<file path="config.mk">
export PLATFORM = sky130hd
export DESIGN_NAME = tlu_trigger_logic
export DESIGN_NICKNAME = d
export VERILOG_FILES = /design/src/rtl/tlu_trigger_logic.sv
export SDC_FILE = /design/constraint.sdc
export NUM_CORES = 1
export LEC_CHECK = 0
export CAP_MARGIN = 20
export CORE_MARGIN = 1.5
export CORE_UTILIZATION = 45
export CTS_BUF_LIST = sky130_fd_sc_hd__clkbuf_4 sky130_fd_sc_hd__clkbuf_8
export DETAILED_ROUTE_END_ITERATION = 12
export PLACE_DENSITY = 0.71
export RECOVER_POWER = 50
export SYNTH_ARGS = -nofsm -noshare
export SYNTH_HDL_FRONTEND = slang
export SYNTH_SLANG_ARGS = --single-unit
</file>
<file path="constraint.sdc">
create_clock -name CLK40 -period 29.9 [get_ports CLK40]
set_input_delay 5.98 -clock CLK40 [delete_from_list [all_inputs] [get_ports CLK40]]
set_output_delay 5.98 -clock CLK40 [all_outputs]
set_load 0.02 [all_outputs]
</file>
<file path="src/rtl/tlu_trigger_logic.sv">
// tlu_trigger_logic: coincidence and trigger generation for the TLU master.
// Builds a trigger condition from per-channel hit validity and relative
// leading edges. The condition is AND, OR, majority or test-pulse-only. It is
// then edge-detected, gated by output readiness, prescaled, and issued as a
// one-cycle trigger. Each trigger also pushes a record into a small FIFO.
//
// Ports (single clock domain CLK40, async active-low RST_N):
//   START                   one-cycle run start: clears IDs, counters, FIFO
//   CONF_*                  static configuration (mode, enables, thresholds)
//   VALID / LE_REL          per-channel hit valid and relative leading edge
//   TEST_PULSE              forces the coincidence condition
//   READY                   per-output ready from the DUT transmitters
//   TRIG_PULSE / TRIG_LE    accepted trigger and its max leading edge
//   TRIG_ID / TIME_STAMP    next trigger ID and run time counter
//   REC_VALID/READY/DATA    record stream {trig_id, time_stamp, hit_mask}
//   SKIP_CNT/PRESC_CNT/LOST_CNT  saturating status counters
// Optional feature macro: TLU_TRIG_HOLDOFF_EN adds CONF_HOLDOFF. After each
// accept, candidates are rejected for CONF_HOLDOFF cycles.
module tlu_trigger_logic #(
    parameter int unsigned N_IN          = 4,
    parameter int unsigned N_OUT         = 6,
    parameter int unsigned LE_WIDTH      = 8,
    parameter int unsigned TRIG_ID_WIDTH = 32,
    parameter int unsigned CNT_WIDTH     = 16,
    parameter int unsigned REC_ASIZE     = 3
) (
    input  logic                               CLK40,
    input  logic                               RST_N,
    input  logic                               START,
    input  logic [1:0]                         CONF_MODE,
    input  logic [N_IN-1:0]                    CONF_EN_INPUT,
    input  logic [4:0]                         CONF_MIN_HITS,
    input  logic [LE_WIDTH-1:0]                CONF_MAX_LE_DISTANCE,
    input  logic [N_OUT-1:0]                   CONF_EN_OUTPUT,
    input  logic [15:0]                        CONF_PRESCALE,
`ifdef TLU_TRIG_HOLDOFF_EN
    input  logic [15:0]                        CONF_HOLDOFF,
`endif
    input  logic [N_IN-1:0]                    VALID,
    input  logic [N_IN*LE_WIDTH-1:0]           LE_REL,
    input  logic                               TEST_PULSE,
    input  logic [N_OUT-1:0]                   READY,
    output logic                               TRIG_PULSE,
    output logic [LE_WIDTH-1:0]                TRIG_LE,
    output logic [TRIG_ID_WIDTH-1:0]           TRIG_ID,
    output logic [63:0]                        TIME_STAMP,
    output logic                               REC_VALID,
    input  logic                               REC_READY,
    output logic [TRIG_ID_WIDTH+64+N_IN-1:0]   REC_DATA,
    output logic [CNT_WIDTH-1:0]               SKIP_CNT,
    output logic [CNT_WIDTH-1:0]               PRESC_CNT,
    output logic [CNT_WIDTH-1:0]               LOST_CNT
);

    localparam int unsigned REC_W = TRIG_ID_WIDTH + 64 + N_IN;
    localparam int unsigned DEPTH = 1 << REC_ASIZE;
    localparam int unsigned PTR_W = REC_ASIZE + 1;

    // Condition evaluation (combinational)
    logic [N_IN-1:0]     p_c;
    logic [4:0]          hits_c;
    logic [LE_WIDTH-1:0] max_le_c, min_le_c;
    logic                le_ok_c, cond_c;

    always_comb begin
        p_c      = VALID & CONF_EN_INPUT;
        hits_c   = '0;
        max_le_c = '0;
        min_le_c = '1;
        for (int i = 0; i < int'(N_IN); i++) begin
            if (p_c[i]) begin
                hits_c = hits_c + 5'(p_c[i]);
                if (LE_REL[i*LE_WIDTH +: LE_WIDTH] > max_le_c) max_le_c = LE_REL[i*LE_WIDTH +: LE_WIDTH];
                if (LE_REL[i*LE_WIDTH +: LE_WIDTH] < min_le_c) min_le_c = LE_REL[i*LE_WIDTH +: LE_WIDTH];
            end
        end
        // With no participants the window check is vacuous; the mode term decides.
        le_ok_c = (p_c == '0) || ((max_le_c - min_le_c) <= CONF_MAX_LE_DISTANCE);
        unique case (CONF_MODE)
            2'd0:    cond_c = (p_c == CONF_EN_INPUT) && (CONF_EN_INPUT != '0) && le_ok_c;
            2'd1:    cond_c = (p_c != '0) && le_ok_c;
            2'd2:    cond_c = (hits_c >= CONF_MIN_HITS) && (CONF_MIN_HITS != '0) && le_ok_c;
            default: cond_c = 1'b0;
        endcase
        cond_c = cond_c | TEST_PULSE;
    end

    // State registers
    logic                     c_q, c_d, cc_q, cc_d;
    logic [N_IN-1:0]          p_q, p_d;
    logic [LE_WIDTH-1:0]      le_q, le_d, trig_le_q, trig_le_d;
    logic                     trig_pulse_q, trig_pulse_d;
    logic [TRIG_ID_WIDTH-1:0] trig_id_q, trig_id_d;
    logic [63:0]              ts_q, ts_d;
    logic [CNT_WIDTH-1:0]     skip_q, skip_d, presc_q, presc_d, lost_q, lost_d;
    logic [15:0]              pcount_q, pcount_d;
    logic [PTR_W-1:0]         wr_ptr_q, wr_ptr_d, rd_ptr_q, rd_ptr_d;
    logic [REC_W-1:0]         mem_q [DEPTH];
`ifdef TLU_TRIG_HOLDOFF_EN
    logic [15:0]              holdoff_q, holdoff_d;
`endif

    logic cand_c, all_ready_c, blocked_c, full_c, empty_c, pop_c, push_c;

    assign cand_c      = c_q & ~cc_q;
    assign all_ready_c = &(READY | ~CONF_EN_OUTPUT);
    assign empty_c     = (wr_ptr_q == rd_ptr_q);
    assign full_c      = (wr_ptr_q[REC_ASIZE] != rd_ptr_q[REC_ASIZE]) &&
                         (wr_ptr_q[REC_ASIZE-1:0] == rd_ptr_q[REC_ASIZE-1:0]);
    assign pop_c       = ~empty_c & REC_READY & ~START;
`ifdef TLU_TRIG_HOLDOFF_EN
    assign blocked_c   = (holdoff_q != 16'd0);
`else
    assign blocked_c   = 1'b0;
`endif

    // Next-state logic
    always_comb begin
        c_d          = cond_c;
        cc_d         = c_q;
        p_d          = p_c;
        le_d         = max_le_c;
        trig_pulse_d = 1'b0;
        trig_le_d    = trig_le_q;
        trig_id_d    = trig_id_q;
        ts_d         = ts_q;
        skip_d       = skip_q;
        presc_d      = presc_q;
        lost_d       = lost_q;
        pcount_d     = pcount_q;
        wr_ptr_d     = wr_ptr_q;
        rd_ptr_d     = rd_ptr_q;
        push_c       = 1'b0;
`ifdef TLU_TRIG_HOLDOFF_EN
        holdoff_d    = holdoff_q;
`endif
        if (START) begin
            // START overrides any candidate in the same cycle.
            ts_d      = 64'd1;
            trig_id_d = '0;
            skip_d    = '0;
            presc_d   = '0;
            lost_d    = '0;
            pcount_d  = '0;
            wr_ptr_d  = '0;
            rd_ptr_d  = '0;
`ifdef TLU_TRIG_HOLDOFF_EN
            holdoff_d = '0;
`endif
        end else begin
            ts_d = (ts_q == '1) ? ts_q : ts_q + 64'd1;
`ifdef TLU_TRIG_HOLDOFF_EN
            if (holdoff_q != 16'd0) holdoff_d = holdoff_q - 16'd1;
`endif
            if (cand_c) begin
                if (blocked_c || !all_ready_c) begin
                    skip_d = (skip_q == '1) ? skip_q : skip_q + CNT_WIDTH'(1);
                end else if (pcount_q == CONF_PRESCALE) begin
                    pcount_d     = '0;
                    trig_pulse_d = 1'b1;
                    trig_le_d    = le_q;
                    trig_id_d    = trig_id_q + TRIG_ID_WIDTH'(1);
`ifdef TLU_TRIG_HOLDOFF_EN
                    holdoff_d    = CONF_HOLDOFF;
`endif
                    // A simultaneous pop frees the slot, so a full FIFO can still accept.
                    if (full_c && !pop_c) lost_d = (lost_q == '1) ? lost_q : lost_q + CNT_WIDTH'(1);
                    else                  push_c = 1'b1;
                end else begin
                    pcount_d = pcount_q + 16'd1;
                    presc_d  = (presc_q == '1) ? presc_q : presc_q + CNT_WIDTH'(1);
                end
            end
            if (pop_c)  rd_ptr_d = rd_ptr_q + PTR_W'(1);
            if (push_c) wr_ptr_d = wr_ptr_q + PTR_W'(1);
        end
    end

    always_ff @(posedge CLK40 or negedge RST_N) begin
        if (!RST_N) begin
            c_q          <= 1'b0;
            cc_q         <= 1'b0;
            p_q          <= '0;
            le_q         <= '0;
            trig_pulse_q <= 1'b0;
            trig_le_q    <= '0;
            trig_id_q    <= '0;
            ts_q         <= '0;
            skip_q       <= '0;
            presc_q      <= '0;
            lost_q       <= '0;
            pcount_q     <= '0;
            wr_ptr_q     <= '0;
            rd_ptr_q     <= '0;
`ifdef TLU_TRIG_HOLDOFF_EN
            holdoff_q    <= '0;
`endif
        end else begin
            c_q          <= c_d;
            cc_q         <= cc_d;
            p_q          <= p_d;
            le_q         <= le_d;
            trig_pulse_q <= trig_pulse_d;
            trig_le_q    <= trig_le_d;
            trig_id_q    <= trig_id_d;
            ts_q         <= ts_d;
            skip_q       <= skip_d;
            presc_q      <= presc_d;
            lost_q       <= lost_d;
            pcount_q     <= pcount_d;
            wr_ptr_q     <= wr_ptr_d;
            rd_ptr_q     <= rd_ptr_d;
`ifdef TLU_TRIG_HOLDOFF_EN
            holdoff_q    <= holdoff_d;
`endif
        end
    end

    // Record storage; contents are only observed while REC_VALID is high.
    always_ff @(posedge CLK40) begin
        if (push_c) mem_q[wr_ptr_q[REC_ASIZE-1:0]] <= {trig_id_q, ts_q, p_q};
    end

    assign TRIG_PULSE = trig_pulse_q;
    assign TRIG_LE    = trig_le_q;
    assign TRIG_ID    = trig_id_q;
    assign TIME_STAMP = ts_q;
    assign REC_VALID  = ~empty_c;
    assign REC_DATA   = mem_q[rd_ptr_q[REC_ASIZE-1:0]];
    assign SKIP_CNT   = skip_q;
    assign PRESC_CNT  = presc_q;
    assign LOST_CNT   = lost_q;

endmodule

</file>
==> flow_summary.json <==
{
  "synth_commonest_cells": "sky130_fd_sc_hd__edfxtp_1, sky130_fd_sc_hd__nor2_1, sky130_fd_sc_hd__mux4_2",
  "async_flop_share": 0.193,
  "grt_usage": 0.214,
  "dp_hpwl_mm": 60.1,
  "finalPower_mw": 2.83,
  "yosys.cell_count.top_type": "sky130_fd_sc_hd__edfxtp_1",
  "die_width_um": 307,
  "max-slew-margin-rel": -1.90,
  "status": "finished with violations",
  "worst-slew-pin-transition_ns": 4.35,
  "maximum_level_of_the_cts_h_tree": 4,
  "cts_root_buffer": "sky130_fd_sc_hd__clkbuf_8",
  "ys.flop_type": "sky130_fd_sc_hd__edfxtp_1",
  "hold_class": "reg -> reg",
  "worstPathArrival_ns": 16.21,
  "die-height_um": 307,
  "reg2reg_depth": 7,
  "place.gp.congestion": 0.833,
  "clock_skew_ns": 0.0432,
  "post-place-cells": 3940,
  "grt_pass1_vias": 24500,
  "final_max_slew_viols": 360,
  "cts_hold_buf": 0,
  "cellLeakagePower_nw": 18.0,
  "netlist_area_mm2": 0.0417,
  "hold_violation_total_from_the_final_report": 0,
  "rsz0062_at_grt": "false",
  "detail_route.first_pass.iterations": 5,
  "clock_insertion_delay_worst_skew_ns": 0.83,
  "slowest_stage": "sky130_fd_sc_hd__nor2_1",
  "maximum_number_of_pins_on_one_net_before_global_route_repair": 73,
  "ctsLongestPathBuffers": 3,
  "synth.yosys.seq_area_share": 0.691,
  "fin_nets": 3090,
  "routed_via_density": 5.52,
  "timing.setup.tns_ns": 0,
  "initial_utilization": 0.455,
  "syn_avg_cell_area_um2": 16.9,
  "pwr_density_cell_mw_per_mm2": 56.4,
  "drt_wl_total_mm": 99.7,
  "post_synthesis_instance_total": 2468,
  "place_area_mm2": 0.0466,
  "worstHoldPathCells": 1,
  "synth_fp_nets": 2636,
  "drt-wirelength-per-cell_um": 23.4,
  "cts-resized-gates": 0,
  "grt_pass1_wl_mm": 150,
  "setup.worst_path.class": "in -> reg",
  "total_of_max_cap_violations": 6,
  "clkTransAtPathRegs_ns": 0.06,
  "synth_edf_count": 800,
  "syn2layout_area_growth_pct": 20.3,
  "crit_path_frequent_cell": "sky130_fd_sc_hd__ha_1",
  "yosysWarningCount": 0,
  "max_frequency_ghz": 0.0647,
  "synth_area_leader_cell": "sky130_fd_sc_hd__edfxtp_1",
  "tritoncts.num_buffers": 163,
  "final_cell_count_no_fill": 4251,
  "clock_sink_count": 991,
  "postCtsSetupBuffers": 0,
  "num_vias": 23500,
  "die-area_mm2": 0.0944,
  "synth_cell_types": 69,
  "number_of_drc_violations_after_detailed_routing": 0,
  "gr-total-overflow": 0,
  "io_pins": 342,
  "post-synth-top-area-fraction": 0.576,
  "final_min_period_over_clock_period": 0.517,
  "finalSetupViolCount": 0,
  "synth_top_cells_by_area": "sky130_fd_sc_hd__edfxtp_1, sky130_fd_sc_hd__dfrtp_1, sky130_fd_sc_hd__mux4_2",
  "startpoint_type": "primary input",
  "postLayoutCellArea_mm2": 0.0501,
  "failed_checks": "capacitance limit, slew limit",
  "core.rowCount": 111,
  "synth.ff_latch_count": 991,
  "drt_iter0_markers": 1759,
  "port-buffer-count": 341,
  "drive_above_1_share": 0.213,
  "grt_antenna_before_repair": 1,
  "critPathMaxStageDelay_ns": 0.72,
  "crit_end_element": "flip-flop",
  "core_region_area_mm2": 0.0917,
  "cp_data_required_time_ns": 30.66,
  "postRouteAntennaNets": 0,
  "highest_fanout_seen_on_the_critical_path": 16,
  "layout_min_cycle_time_ns": 15.45,
  "ir_worst_vdd_mv": 0.0355,
  "tritoncts": "done"
}
[where the power goes]
| group | switching, mW | leakage, nW | internal, mW |
|---|---|---|---|
| Clock | 0.540 | 1.88 | 0.712 |
| Sequential | 0.00397 | 10.5 | 1.48 |
| Combinational | 0.0547 | 5.59 | 0.0390 |
| Total | 0.599 | 18.0 | 2.23 |
[area by class of cell]
type | count | area, µm²
well taps | 1186 | 1480
clock inverters | 53 | 524
multi-input cells | 1314 | 12300
repair buffers | 380 | 3730
inverters | 72 | 270
fillers | 7219 | 41500
diodes | 1 | 2.50
clock buffers | 254 | 3020
flip-flops and latches | 991 | 28800
[critical path: cells and delay by family]
kind | cells | cell delay, ns
compound gates | 13 | 2.68
fa+ha+maj | 6 | 1.84
buf+inv | 4 | 0.74
mux | 3 | 1.11
simple gates | 17 | 3.84
[placed cells by master, fill, tap and decap left out, types with 62 or more instances in the layout]
cell and instances:
sky130_fd_sc_hd__clkbuf_4 76, sky130_fd_sc_hd__inv_1 70, sky130_fd_sc_hd__xnor2_1 62, sky130_fd_sc_hd__edfxtp_1 800, sky130_fd_sc_hd__nand2_1 112, sky130_fd_sc_hd__mux2_2 111, sky130_fd_sc_hd__mux4_2 200, sky130_fd_sc_hd__clkbuf_8 178
sky130_fd_sc_hd__nand3_1 65, sky130_fd_sc_hd__clkdlybuf4s50_1 335, sky130_fd_sc_hd__dfrtp_1 188, sky130_fd_sc_hd__ha_1 78, sky130_fd_sc_hd__xor2_1 98, sky130_fd_sc_hd__nor2_1 203
[worst paths after layout]
check	to	slack [ns]	startpoint
setup / recovery	c_q	14.45	CONF_EN_INPUT[0]
hold / removal	TRIG_LE[2]	0.47	le_q[2]
setup reg to reg	mem_q[5][7]	24.95	rd_ptr_q[1]
hold reg to reg	TRIG_LE[2]	0.47	le_q[2]
max in group asynchronous	rd_ptr_q[2]	17.50	RST_N
min in group asynchronous	TIME_STAMP[46]	6.72	RST_N
[sequential cells by signal, summed over array words and instances (netlist names), 4 cells and up]
name,count
PRESC_CNT,16
rd_ptr_q,4
p_q,4
wr_ptr_q,4
TRIG_ID,32
SKIP_CNT,16
le_q,8
pcount_q,16
TIME_STAMP,64
mem_q,800
TRIG_LE,8
LOST_CNT,16
[metrics by stage]
step / hold WS (ns) / worst slack, ns / utilization
after global placement: 0.464 / 13.91 / 0.508
final: 0.473 / 14.45 / 0.547
after detailed placement: 0.465 / 13.85 / 0.508
after CTS: 0.478 / 14.74 / 0.547
after floorplan: 0.359 / 14.76 / -
after global routing: 0.497 / 13.51 / 0.547
[kinds of logic (layout without fill, tap and decap cells)]
family / after synthesis / count (layout) / share of synthesized area
buffers and inverters: 163 / 759 / 0.0149
AND/OR/NAND/NOR: 569 / 569 / 0.0659
other: 0 / 1 / 0
adder cells (fa/ha/maj): 80 / 80 / 0.0244
multiplexers: 332 / 332 / 0.144
flip-flops: 991 / 991 / 0.691
XOR/XNOR: 160 / 160 / 0.0336
AO/OA/AOI/OAI: 173 / 173 / 0.0263
[layer usage]
metal | global-route usage | wire length (µm)
met5 | 0 | 0
met4 | 0.0702 | 2430
met3 | 0.0526 | 7040
met2 | 0.349 | 48700
met1 | 0.282 | 41500
Power figures use the tool's default switching activity.
